==> config.mk <==
export PLATFORM = sky130hd
export DESIGN_NAME = uart_rx_sampler
export DESIGN_NICKNAME = d
export VERILOG_FILES = /design/src/rtl/uart_rx_sampler.sv
export SDC_FILE = /design/constraint.sdc
export NUM_CORES = 1
export LEC_CHECK = 0
export CAP_MARGIN = 20
export CORE_MARGIN = 2
export CORE_UTILIZATION = 62
export CTS_BUF_LIST = sky130_fd_sc_hd__clkbuf_4 sky130_fd_sc_hd__clkbuf_8
export DETAILED_ROUTE_END_ITERATION = 8
export PLACE_DENSITY = 0.95
export RECOVER_POWER = 25
export SYNTH_ARGS = -nofsm -noshare
export SYNTH_HDL_FRONTEND = slang
export SYNTH_SLANG_ARGS = --single-unit
==> constraint.sdc <==
create_clock -name clk -period 3.9 [get_ports clk]
set_clock_uncertainty 0.2 [all_clocks]
set_input_delay 0.975 -clock clk [delete_from_list [all_inputs] [get_ports clk]]
set_output_delay 0.975 -clock clk [all_outputs]
set_load 0.01 [all_outputs]
==> src/rtl/uart_rx_sampler.sv <==
// UART receive sampler: synchronises rx, validates the start bit, samples each bit at its
// 16x-baud centre and holds the character under a valid/read handshake. Define RX_FILTER_EN for majority voting.
module uart_rx_sampler #(
  parameter int SYNC_STAGES = 2
) (
  input  logic       clk,
  input  logic       reset_n,
  input  logic       baud_clock,
  input  logic       rx,
  input  logic       bit8,
  input  logic       parity_en,
  input  logic       odd_n_even,
  input  logic       read_rx_byte,
  output logic [7:0] rx_data,
  output logic       rx_valid,
  output logic       parity_err,
  output logic       framing_err,
  output logic       overflow
);

  typedef enum logic [2:0] {IDLE, START, DATA, PARITY, STOP} state_e;

  state_e                 state_q, state_d;
  logic [3:0]             tick_q, tick_d;
  logic [3:0]             bit_q, bit_d;
  logic [7:0]             shift_q, shift_d;
  logic                   par_q, par_d;
  logic [SYNC_STAGES-1:0] sync_q;

  logic [7:0] rx_data_q, rx_data_d;
  logic       rx_valid_q, rx_valid_d;
  logic       parity_err_q, parity_err_d;
  logic       framing_err_q, framing_err_d;
  logic       overflow_q, overflow_d;

  logic       rx_s, bit_val, decide, last_tick, complete;
  logic [3:0] nbits;
  logic [7:0] char_w;
  logic       perr_w;

  assign rx_s = sync_q[SYNC_STAGES-1];

  // Synchroniser resets to the idle line level so reset release never looks like a start bit.
  always_ff @(posedge clk or negedge reset_n) begin
    if (!reset_n) begin
      sync_q <= '1;
    end else begin
      // NOTE: sequential state uses non-blocking assignments so every flop sees pre-edge values.
      sync_q <= {sync_q[SYNC_STAGES-2:0], rx};
    end
  end

`ifdef RX_FILTER_EN
  localparam logic [3:0] DECIDE_TICK = 4'd9;
  logic s7_q, s8_q;

  always_ff @(posedge clk or negedge reset_n) begin
    if (!reset_n) begin
      s7_q <= 1'b1;
      s8_q <= 1'b1;
    end else if (baud_clock) begin
      if (tick_q == 4'd7) s7_q <= rx_s;
      if (tick_q == 4'd8) s8_q <= rx_s;
    end
  end

  // 2-of-3 vote over ticks 7, 8 and the live tick-9 sample.
  assign bit_val = (s7_q & s8_q) | (s7_q & rx_s) | (s8_q & rx_s);
`else
  localparam logic [3:0] DECIDE_TICK = 4'd8;
  assign bit_val = rx_s;
`endif

  assign decide    = baud_clock && (tick_q == DECIDE_TICK);
  assign last_tick = baud_clock && (tick_q == 4'hF);
  assign nbits     = bit8 ? 4'd8 : 4'd7;
  assign char_w    = bit8 ? shift_q : {1'b0, shift_q[6:0]};
  assign perr_w    = parity_en & (^char_w ^ par_q ^ odd_n_even);

  always_ff @(posedge clk or negedge reset_n) begin
    if (!reset_n) begin
      state_q <= IDLE;
      tick_q  <= '0;
      bit_q   <= '0;
      shift_q <= '0;
      par_q   <= 1'b0;
    end else begin
      state_q <= state_d;
      tick_q  <= tick_d;
      bit_q   <= bit_d;
      shift_q <= shift_d;
      par_q   <= par_d;
    end
  end

  always_comb begin
    // NOTE: every signal written here gets a default first, so no latch is inferred.
    state_d  = state_q;
    tick_d   = tick_q;
    bit_d    = bit_q;
    shift_d  = shift_q;
    par_d    = par_q;
    complete = 1'b0;

    if (state_q != IDLE && baud_clock) tick_d = tick_q + 4'd1;

    unique case (state_q)
      IDLE: begin
        // The detecting tick is tick 0 of the start bit, so the next tick is tick 1.
        if (baud_clock && !rx_s) begin
          state_d = START;
          tick_d  = 4'd1;
          shift_d = '0;
        end
      end
      START: begin
        if (decide && bit_val) begin
          state_d = IDLE;
          tick_d  = '0;
        end else if (last_tick) begin
          state_d = DATA;
          bit_d   = '0;
        end
      end
      DATA: begin
        if (decide) shift_d[bit_q[2:0]] = bit_val;
        if (last_tick) begin
          bit_d = bit_q + 4'd1;
          if (bit_d == nbits) state_d = parity_en ? PARITY : STOP;
        end
      end
      PARITY: begin
        if (decide) par_d = bit_val;
        if (last_tick) state_d = STOP;
      end
      STOP: begin
        // Leaving at the decision tick lets a back-to-back start bit be caught on time.
        if (decide) begin
          complete = 1'b1;
          state_d  = IDLE;
          tick_d   = '0;
        end
      end
      default: begin
        state_d = IDLE;
        tick_d  = '0;
      end
    endcase
  end

  always_comb begin
    rx_data_d     = rx_data_q;
    rx_valid_d    = rx_valid_q;
    parity_err_d  = parity_err_q;
    framing_err_d = framing_err_q;
    overflow_d    = overflow_q;

    if (complete) begin
      if (!rx_valid_q || read_rx_byte) begin
        rx_data_d     = char_w;
        rx_valid_d    = 1'b1;
        parity_err_d  = perr_w;
        framing_err_d = ~bit_val;
        if (read_rx_byte) overflow_d = 1'b0;
      end else begin
        overflow_d = 1'b1;
      end
    end else if (read_rx_byte && rx_valid_q) begin
      rx_valid_d    = 1'b0;
      parity_err_d  = 1'b0;
      framing_err_d = 1'b0;
      overflow_d    = 1'b0;
    end
  end

  always_ff @(posedge clk or negedge reset_n) begin
    if (!reset_n) begin
      rx_data_q     <= '0;
      rx_valid_q    <= 1'b0;
      parity_err_q  <= 1'b0;
      framing_err_q <= 1'b0;
      overflow_q    <= 1'b0;
    end else begin
      rx_data_q     <= rx_data_d;
      rx_valid_q    <= rx_valid_d;
      parity_err_q  <= parity_err_d;
      framing_err_q <= framing_err_d;
      overflow_q    <= overflow_d;
    end
  end

  assign rx_data     = rx_data_q;
  assign rx_valid    = rx_valid_q;
  assign parity_err  = parity_err_q;
  assign framing_err = framing_err_q;
  assign overflow    = overflow_q;

endmodule

; Word-level counts from Yosys, hierarchy flattened
; Cells that the tools add are included.
[word_totals]
ff_bits = 34
in_bits = 8
out_inout_bits = 12
[classes]
addsub = 2
n_lt_le_gt_ge = 2
n_eq_ne = 18
n_mux = 38
n_bitwise = 4
reduce_logical = 24
[ops]
columns = operator, n
row1 = $mux 4, 8
row2 = $mux 3, 8
row3 = $mux 8, 3
row4 = $ne 2x2->1 const B, 8
row5 = $pmux 4 s4, 1
row6 = $pmux 8 s2, 1
row7 = $pmux 3 s5, 1
row8 = $mux 1, 13
row9 = $add 4x1->4 const B, 2
row10 = $bwmux 8, 1
row11 = $eq 4x4->1 const B, 2
row12 = $pmux 4 s2, 1
row13 = $reduce_and 2->1, 4
row14 = $reduce_xor 8->1, 1
row15 = $logic_and 1x1->1, 7
row16 = $eq 3x2->1 const B, 2
row17 = $ne 3x3->1 const B, 2
row18 = $reduce_and 6->1, 1
row19 = $reduce_bool 2->1, 3
row20 = $eq 4x4->1, 1
row21 = $lt 3x4->1 const B, 1
row22 = $reduce_and 4->1, 1
row23 = $demux 1 s3, 1
row24 = $eq 3x1->1 const B, 1
row25 = 12 further kinds, 14

; Logic depth before layout (Yosys ltp)
[depth]
depth_word = 7
mapped_depth = 9
depth_no_buf = 7

; Worst setup path after synthesis
; OpenSTA, ideal clock, no wires.
[synth_path]
path_type = input port to flip-flop
startpoint = input baud_clock
endpoint = register rx_data_q[1] (netlist: rx_data[1])
t_arrival_ps = 2229
t_required_ps = 3575
setup_slack_ps = 1346
path_stages = 7
n_path_buf = 3
path_cell_list = buf_6 and4b_2 buf_4 and3_1 nand2_1 buf_2 mux2_2
[synth_between]
elab_chain_len = 4
[synth_lines]
columns = element, line_no
row1 = start: declaration, 8  ; input logic baud_clock,
row2 = $logic_and 1x1->1, 74  ; assign decide = baud_clock && (tick_q == DECIDE_TICK);
row3 = $mux 1, 138  ; if (decide) begin
row4 = $mux 1, 107  ; unique case (state_q)
row5 = $reduce_and 2->1 (no line), --
row6 = end signal: assignment, 184  ; rx_data_q <= rx_data_d;
row7 = end: declaration, 30  ; logic [7:0] rx_data_q, rx_data_d;
; Every way passes these cells.
; A chain may end at the register's enable or synchronous reset.

; Worst setup path after layout
[layout_path]
startpoint = input baud_clock
endpoint = register shift_q[4]
[layout_between]
elab_chain_len = 3
elab_cells_between_ends = 5
[layout_lines]
columns = element, line_no
row1 = "$logic_and 1x1->1, on equally long branches", "74, 110"
row2 = $ne 2x2->1 (no line), --
row3 = $reduce_and 3->1 (no line) (*), --
row4 = end signal: assignment, 91  ; shift_q <= shift_d;
row5 = end: declaration, 26  ; logic [7:0] shift_q, shift_d;
; Mark *: on every way between the ends. The rest lies on a longest branch, timed or not.

==> out/metrics.yaml <==
clock_tree:
  post_cts_buffers: 0
  cts_hold_buf: 0
  clock_latency_ns: 0.35
  clock_path_buffers: 2
  cts_resized: 0
  cts_sinks: 34
  cts-root-buf: "clkbuf_4"
  cts_tree: "yes"
  cts_buffers: 5
  clkTransAtPathRegs_ns: 0.10
  h-tree-depth: 2
placement:
  preCtsSetupSlack_ns: 0.684
  placed_area_mm2: 0.00201
  portBuffers: 19
  place.gp.congestion: 0.857
  hpwl_um: 2810
synth:
  synthMuxAreaShare: 0.0680
  yosysSeqAreaShare: 0.464
  synthCells: 182
  ys_types: 42
  avgSynthCellArea_um2: 10.1
  syn_area_mm2: 0.00184
  syn_nets: 193
  synth_top_family_by_area: "compound AO/OA/AOI/OAI gates"
  yosys.area_share.adder: 0.0204
  synth_ff_type: "dfrtp_1"
  yosys.area_share.xor_xnor: 0.0619
  synth_simple_gate_area_frac: 0.151
  synth-edff-count: 0
  synth-compound-area-share: 0.185
  async_flop_share: 1.00
  ys_ff_latch: 34
  synth_warnings: 0
route:
  wl_met3_um: 307
  wirelength_um: 4120
  highest_layer: "met4"
  routed-wl-met2_um: 2120
  ant_nets: 0
  drtIter0Drc: 127
  drt-pass1-iter-count: 5
  drc: 0
  drt-met1-wl_um: 1620
  num_vias: 1522
  wl_per_cell_um: 17.8
  vias_per_cell: 6.59
timing:
  finalCritPeriodShare: 0.757
  fin_setup_tns_ns: 0
  drv_slew: 35
  final_hold_viol_count: 0
  holdWs_ns: 0.167
  fin_ws_ns: 0.946
  fin_crit_ns: 2.95
  rsz0062_at_grt: "no"
  max_freq_mhz: 339
  slew_headroom: -0.160
  tightest_slew_ns: 1.74
  finalSetupViolations: 0
worst_setup_path:
  r2r_slack_ns: 1.55
  cp-end-kind: "flop"
  crit_chain: "clkdlybuf4s50_1, and4b_2, and3_1, a21oi_1, o21ai_0, o31ai_1"
  r2r-start: "bit_q[0]"
  worstSetupPathType: "in2reg"
  critPathMaxFanout: 10
  cp.arrival_ns: 2.99
  required_ns: 3.94
  worstSetupStartpointType: "primary input"
  crit_path_max_incr_delay_ns: 0.57
  worstRegToRegCells: 5
  startpoint: "baud_clock"
  r2r_end: "state_q[1]"
  slowest_stage: "clkdlybuf4s50_1"
pwr:
  ir_drop_uv: 435
  leakagePower_uw: 0.000917
  p_per_area_mw_per_mm2: 512
worst_hold_path:
  whs_path_depth: 0
  min_to: "sync_q[1]"
  min_from: "sync_q[0]"
  hp-class: "reg2reg"
global_route:
  antenna_found_initial: 0
  grt_pass1_wl_um: 6890
  grt_pass1_vias: 1451
  grt_max_degree: 35
  grt-ovfl-total: 0
  grt.total_usage: 0.270
layout:
  area_delta_synth_final_pct: 11.9
  drive_gt1_frac: 0.135
  fin_area_mm2: 0.00206
  diodes: 0
  final_cell_mix: "dfrtp_1, o21ai_0, clkdlybuf4s50_1"
  final_common_cell: "dfrtp_1"
  nets: 210
status:
  violations: "max-capacitance violations, max-slew violations"
  outcome: "finished with violations"
floorplan:
  std_cell_rows: 19
  die_x_um: 58.5
  io_pins: 20
  die_area_mm2: 0.00342
  coreArea_mm2: 0.00278
  initial_core_util: 0.661
  die_y_um: 58.5
flow_run:
  maxCapViolCount: 1
==> synth_stat cells (all sizes together) (6+ instances only) <==
master,n,share of area
nand3,6,0.016
nand2,12,0.024
xnor2,8,0.038
nor2,10,0.020
o31ai,6,0.024
inv,6,0.012
o21ai,21,0.057
dfrtp,32,0.44
a31oi,8,0.027
mux2,9,0.057
a21oi,9,0.024
==> per-stage QoR <==
stage	std cells	power (uW)	util
floorplan	182	766	-
global placement	223	828	0.722
detailed placement	223	846	0.722
CTS	231	1050	0.741
global route	231	1120	0.740
finish	231	1050	0.740
==> area by class of cell <==
type                    count  area [um2]
multi-input cells         132         895
flip-flops and latches     34         853
fillers                   181         723
repair buffers             20         194
clock buffers               6        45.0
well taps                  31        38.8
inverters                   6        22.5
clock inverters             2        10.0
==> per-layer routing <==
| layer | vias to the layer above | global-route usage |
|---|---|---|
| li1 | 691 | - |
| met2 | 79 | 0.469 |
| met4 | 0 | 0.0897 |
| met1 | 742 | 0.324 |
| met3 | 10 | 0.0725 |
| met5 | - | 0 |
==> registers in the layout, summed over array words and instances, names as in the netlist, 2 cells and up <==
register	flops
rx_data	8
state_q	3
shift_q	8
bit_q	4
sync_q	2
tick_q	4
==> worst max-delay path, delay by kind of cell <==
| kind | cells | cell delay [ns] |
|---|---|---|
| compound gates | 3 | 0.79 |
| simple gates | 2 | 0.65 |
| buf+inv | 1 | 0.57 |
==> logic make-up (layout without fill, tap and decap cells) <==
family	after synthesis	in the layout
and+or+nand+nor	51	51
adders and majority gates	3	3
xor gates and xnor gates	13	13
muxes	11	11
buffers and inverters	16	34
AOI/OAI and AO/OA	54	54
DFF	34	34
==> report_power, final <==
group / leakage (uW) / total, uW / internal (uW) / switching (uW)
combinational: 0.000424 / 349 / 162 / 187
sequential: 0.000458 / 505 / 404 / 101
clock: 0.0000354 / 200 / 75.6 / 125
==> worst max-delay path by stage <==
stage	endpoint	slack [ns]	cells after the start
3_5_place_dp	state_q[1]	0.68	6
5_1_grt	bit_q[0]	0.72	2
4_1_cts	shift_q[2]	1.02	5
2_1_floorplan	rx_data[1]	1.35	7
6_report	shift_q[4]	0.95	6
3_3_place_gp	state_q[1]	0.72	6
No activity file was read; power rests on OpenSTA's default activity.
